$ cat config.mk
export PLATFORM = sky130hd
export DESIGN_NAME = reg_file_flat
export DESIGN_NICKNAME = d
export VERILOG_FILES = /design/src/rtl/reg_file_if.sv /design/src/rtl/reg_file.sv /design/src/flat_wrapper.sv
export SDC_FILE = /design/constraint.sdc
export NUM_CORES = 1
export LEC_CHECK = 0
export CORE_MARGIN = 1.5
export CORE_UTILIZATION = 61
export CTS_CLUSTER_DIAMETER = 80
export DETAILED_ROUTE_END_ITERATION = 10
export MAX_ROUTING_LAYER = met4
export PLACE_DENSITY = 0.81
export REMOVE_ABC_BUFFERS = 1
export SYNTH_ARGS = -nofsm -noshare
export SYNTH_HDL_FRONTEND = slang
export SYNTH_SLANG_ARGS = --single-unit
$ cat constraint.sdc
create_clock -name clk -period 1.8 [get_ports clk]
set_input_delay 0.36 -clock clk [delete_from_list [all_inputs] [get_ports clk]]
set_output_delay 0.36 -clock clk [all_outputs]
set_load 0.02 [all_outputs]
$ cat src/rtl/reg_file_if.sv
// Operand-read / writeback / flags bus between the register file and its user.
interface reg_file_if #(
  parameter int unsigned DATA_W = 16
);
  localparam int unsigned AW = 4;

  logic              rd_en;
  logic [AW-1:0]     ra_addr;
  logic [AW-1:0]     rb_addr;
  logic [DATA_W-1:0] a;
  logic [DATA_W-1:0] b;
  logic              op_valid;
  logic              we;
  logic [AW-1:0]     wr_addr;
  logic [DATA_W-1:0] wr_data;
  logic              flags_we;
  logic              neg_in;
  logic              zero_in;
  logic              ovf_in;
  logic [2:0]        flags;

  modport master (
    output rd_en, ra_addr, rb_addr, we, wr_addr, wr_data,
           flags_we, neg_in, zero_in, ovf_in,
    input  a, b, op_valid, flags
  );

  modport slave (
    input  rd_en, ra_addr, rb_addr, we, wr_addr, wr_data,
           flags_we, neg_in, zero_in, ovf_in,
    output a, b, op_valid, flags
  );
endinterface

$ cat src/rtl/reg_file.sv
// ALU register file: two registered read ports, one write port, status flags.
// Register 0 is hardwired to zero; addresses >= NREGS read zero, ignore writes.
// Optional macro REGFILE_BYPASS_EN: a same-cycle write to a register being
// read forwards wr_data to the operand. Undefined: the read sees the old value.
module reg_file #(
  parameter int unsigned DATA_W = 16,
  parameter int unsigned NREGS  = 16
) (
  input logic       clk,
  input logic       rst_n,
  reg_file_if.slave bus
);
  localparam int unsigned AW    = 4;
  localparam int unsigned IDX_W = (NREGS > 1) ? $clog2(NREGS) : 1;

  logic [DATA_W-1:0] regs_q [NREGS];
  logic [DATA_W-1:0] a_q, a_d;
  logic [DATA_W-1:0] b_q, b_d;
  logic              op_valid_q;
  logic [2:0]        flags_q, flags_d;
  logic              wr_ok_c;

  // An address is backed by storage only if nonzero and below NREGS.
  function automatic logic in_range(input logic [AW-1:0] addr);
    return (addr != '0) && (32'(addr) < NREGS);
  endfunction

  assign wr_ok_c = bus.we && in_range(bus.wr_addr);

  // Next operand and flag values.
  always_comb begin
    a_d     = a_q;
    b_d     = b_q;
    flags_d = flags_q;
    if (bus.rd_en) begin
      a_d = '0;
      b_d = '0;
      if (in_range(bus.ra_addr)) a_d = regs_q[bus.ra_addr[IDX_W-1:0]];
      if (in_range(bus.rb_addr)) b_d = regs_q[bus.rb_addr[IDX_W-1:0]];
`ifdef REGFILE_BYPASS_EN
      if (wr_ok_c && (bus.ra_addr == bus.wr_addr)) a_d = bus.wr_data;
      if (wr_ok_c && (bus.rb_addr == bus.wr_addr)) b_d = bus.wr_data;
`endif
    end
    if (bus.flags_we) flags_d = {bus.neg_in, bus.zero_in, bus.ovf_in};
  end

  // Storage array; entry 0 is never written and stays zero.
  always_ff @(posedge clk or negedge rst_n) begin
    if (!rst_n) begin
      for (int i = 0; i < int'(NREGS); i++) regs_q[i] <= '0;
    end else if (wr_ok_c) begin
      regs_q[bus.wr_addr[IDX_W-1:0]] <= bus.wr_data;
    end
  end

  // Operand, valid and flag registers.
  always_ff @(posedge clk or negedge rst_n) begin
    if (!rst_n) begin
      a_q        <= '0;
      b_q        <= '0;
      op_valid_q <= 1'b0;
      flags_q    <= '0;
    end else begin
      a_q        <= a_d;
      b_q        <= b_d;
      op_valid_q <= bus.rd_en;
      flags_q    <= flags_d;
    end
  end

  assign bus.a        = a_q;
  assign bus.b        = b_q;
  assign bus.op_valid = op_valid_q;
  assign bus.flags    = flags_q;
endmodule

$ cat src/flat_wrapper.sv
// flat-port wrapper written by rule: the top's interface ports become plain ports
module reg_file_flat 
#(
  parameter int unsigned DATA_W = 16,
  parameter int unsigned NREGS  = 16
)
  (clk, rst_n, bus_rd_en, bus_ra_addr, bus_rb_addr, bus_we, bus_wr_addr, bus_wr_data, bus_flags_we, bus_neg_in, bus_zero_in, bus_ovf_in, bus_a, bus_b, bus_op_valid, bus_flags);
  reg_file_if #(.DATA_W(DATA_W)) bus_i ();
  input logic clk;
  input logic rst_n;
  input wire logic [$bits(bus_i.rd_en)-1:0] bus_rd_en;
  input wire logic [$bits(bus_i.ra_addr)-1:0] bus_ra_addr;
  input wire logic [$bits(bus_i.rb_addr)-1:0] bus_rb_addr;
  input wire logic [$bits(bus_i.we)-1:0] bus_we;
  input wire logic [$bits(bus_i.wr_addr)-1:0] bus_wr_addr;
  input wire logic [$bits(bus_i.wr_data)-1:0] bus_wr_data;
  input wire logic [$bits(bus_i.flags_we)-1:0] bus_flags_we;
  input wire logic [$bits(bus_i.neg_in)-1:0] bus_neg_in;
  input wire logic [$bits(bus_i.zero_in)-1:0] bus_zero_in;
  input wire logic [$bits(bus_i.ovf_in)-1:0] bus_ovf_in;
  output wire logic [$bits(bus_i.a)-1:0] bus_a;
  output wire logic [$bits(bus_i.b)-1:0] bus_b;
  output wire logic [$bits(bus_i.op_valid)-1:0] bus_op_valid;
  output wire logic [$bits(bus_i.flags)-1:0] bus_flags;
  assign bus_i.rd_en = bus_rd_en;
  assign bus_i.ra_addr = bus_ra_addr;
  assign bus_i.rb_addr = bus_rb_addr;
  assign bus_i.we = bus_we;
  assign bus_i.wr_addr = bus_wr_addr;
  assign bus_i.wr_data = bus_wr_data;
  assign bus_i.flags_we = bus_flags_we;
  assign bus_i.neg_in = bus_neg_in;
  assign bus_i.zero_in = bus_zero_in;
  assign bus_i.ovf_in = bus_ovf_in;
  assign bus_a = bus_i.a;
  assign bus_b = bus_i.b;
  assign bus_op_valid = bus_i.op_valid;
  assign bus_flags = bus_i.flags;
  reg_file #(.DATA_W(DATA_W), .NREGS(NREGS)) u_core (.clk(clk), .rst_n(rst_n), .bus(bus_i));
endmodule
==> metrics.txt <==
largest net degree at the start of global routing 69; # diodes 0; flop-to-flop setup slack 0.08 ns; relative slew slack 0.445; GRT overflow 0; Critical Path Source Type input pin; CP Class in -> reg; Post-Synth Adder-Cell Area 0; Final Setup Violations 0; Via density ~6.6; drt wl/cell 25.9 µm; remaining antenna violation count after routing 0; critical path buffer and inverter count 2; antenna violations before repair 0; final period utilization 0.994; switching part of the total power 0.272; final wirelength 40.5 mm; Detailed Route Iter0 Violations 961; Area Overhead vs Synth 20.5%; #FFs+latches synth 292; cts bufs inserted 31; layout cells sized above 1 0.474; Clock power frac 0.329; Compound-Gate Fraction of Synth Area 0.0682; Tmin final 1.79 ns; Fin Hold WS about 0.28 ns; largest family of logic cells by synthesized area multiplexers; ys async rst share 1.00; core area 0.0242 mm²; P_leak 8.01 nW; Layout Nets 1250; Min-Delay Path Class in -> async; Die Y-Extent 159 µm; cell count after synthesis 1059; clock sinks a little under 300; Mapped Area 0.0149 mm²; VDD IR max 0.738 mV; Synth top area share 0.490; combinational share of power 0.220; Area contributors post-synth dfrtp_1 49%, mux2_2 23%, mux4_2 10%; DP Wirelength 27.7 mm; Final Max Slew Viols 0; GPL Wtd Cong 0.883; FP Rows 57; slowest CP cell a2111oi_0; drt first pass iters 5; Synth top cells by count 304 x mux2_2, 292 x dfrtp_1, 66 x mux4_2; vias in the first global route 10800; run status finished clean; first-pass GRT wire length 63.0 mm; drc violations 0; xor and xnor area share after synthesis 0; Final Hold Viols 0; total power 0.0201 W; Synth Area in Simple Gates 0.0336; PwrDens 1120 mW/mm²; chip width 159 µm; Ports 72; Synth warnings 0; Mean Syn Cell Area approximately 14 µm²; Crit path largest cell delay 0.74 ns; endpoint class of the critical path flop; critical path data required time ~2.3 ns; Fillers 1497; crit-path cells buf_4 > mux2_2 > o22ai_1 > a2111oi_0 > buf_4 > a211o_1; max-cap violations 0; CP dominant cell by count buf_4; synth unique cells 28; switching power around 0.0055 W; count leader, synth mux2_2; CTS tree done; Die Area about 0.025 mm²; Most used DFF post-synth dfrtp_1; Total GRT Usage 0.336; clk_lat worst skew 0.56 ns; worst-path fanout max 36; EDFF count, synth 0; Int Pwr approximately 0.015 W; f_max between 500 and 600 MHz; Synth area leader dfrtp_1; Reg power frac 0.451; FF-to-FF path depth 5; Reg clk slew, reported paths roughly 0.06 ns; worst-margin pin slew 0.811 ns; Root Buffer Master clkbuf_16; Seq/Total Area, Yosys 0.490; reg-to-reg critical path endpoint u_core.bus.a[12]$_DFFE_PN0P_; reg-to-reg startpoint u_core.regs_q[12]$_DFFE_PN0P_; count of input and output buffers 71; skew final 0.0176 ns; CP top delay family compound AO/OA/AOI/OAI gates; H-tree Lvls 1; CP Data Arrival Time between 2 and 2.5 ns; via count around 10000; RSZ-0062 raised after global routing no; Clock Path Buffers 3; mux cell area share after synthesis 0.372; Initial Utilization 0.617
## logic make-up (layout without fill, tap and decap cells)
| logic type | after synthesis | in the layout |
|---|---|---|
| AOI/OAI and AO/OA | 127 | 127 |
| muxes | 434 | 434 |
| and+or+nand+nor | 99 | 99 |
| DFF | 292 | 292 |
| buffers and inverters | 107 | 287 |
## area by class of cell
cell class,count,area (µm²),share of cell area
Timing Repair Buffer,228,2120,0.118
Sequential cell,292,7310,0.406
Tap cell,324,405,0.0225
Clock inverter,9,154,0.00855
Multi-Input combinational cell,660,7090,0.394
Inverter,1,3.75,0.000209
Clock buffer,49,913,0.0508
## flip-flops by register name, summed over array words and instances, names as in the netlist
signal               cells
u_core.bus.flags         3
u_core.regs_q          256
u_core.bus.op_valid      1
u_core.bus.a            16
u_core.bus.b            16
## how the worst max path moves through the flow
stage,start,end,cells past startpoint
3_5_place_dp,bus_rb_addr[0],u_core.bus.b[9]$_DFFE_PN0P_,7
4_1_cts,bus_rb_addr[0],u_core.bus.b[9]$_DFFE_PN0P_,7
2_1_floorplan,bus_wr_addr[2],u_core.regs_q[192]$_DFFE_PN0P_,3
6_report,bus_ra_addr[2],u_core.bus.a[12]$_DFFE_PN0P_,6
3_3_place_gp,bus_rb_addr[0],u_core.bus.b[9]$_DFFE_PN0P_,7
5_1_grt,bus_wr_addr[0],u_core.regs_q[31]$_DFFE_PN0P_,5
## cell usage in the layout (no fill, tap or decap), drive strengths merged, types with 2 or more instances in the layout
cell             n
a2111oi         30
nand3b           2
clkdlybuf4s50   29
a211o           30
bufinv           4
mux2i           64
clkbuf          49
o22ai           30
clkinvlp         2
o21ai            2
buf            162
or3              3
mux4            66
clkinv           2
nor2            41
dlygate4sd2     36
dfrtp          292
nand2            7
nor2b           35
o31ai            2
inv              2
mux2           304
nand2b           9
a211oi          30
## power groups by stage
stage	sequential, W	clock [W]	combinational (W)
after floorplan	0.00892	0	0.00274
after global placement	0.00899	0	0.00433
after detailed placement	0.00912	0	0.00448
after CTS	0.00903	0.00668	0.00444
after global routing	0.00923	0.00697	0.00473
final	0.00908	0.00661	0.00443
## through the flow
step / setup TNS (ns) / setup WS, ns / util / instances / area [µm²]
CTS: 0 / 0.0502 / 0.744 / 1563 / 18000
floorplan: -2.62 / -0.164 / - / 953 / 14400
global route: 0 / 0.0170 / 0.744 / 1563 / 18000
global placement: -88.97 / -0.513 / 0.701 / 1504 / 17000
detailed placement: -90.78 / -0.513 / 0.701 / 1504 / 17000
finish: 0 / 0.0101 / 0.744 / 1563 / 18000
## worst reg2reg max path, delay by kind of cell, from the launching register on
family,cells,cell delay [ns]
buf+inv,1,0.23
flops,1,0.38
compound gates,3,0.89
mux,1,0.16
## timing repair
item                       CTS  global route
hold buffers                 1             0
setup endpoints to repair   36             1
buffers inserted             0             0
hold endpoints to repair    29             0
gates resized for setup     36             1
## metal layers
layer | GRT usage | part of all wire
met3 | 0.0508 | 0.060
met4 | 0.140 | 0.045
met1 | 0.425 | 0.40
met5 | - | 0
met2 | 0.545 | 0.50
(Power assumes the default switching activity.)
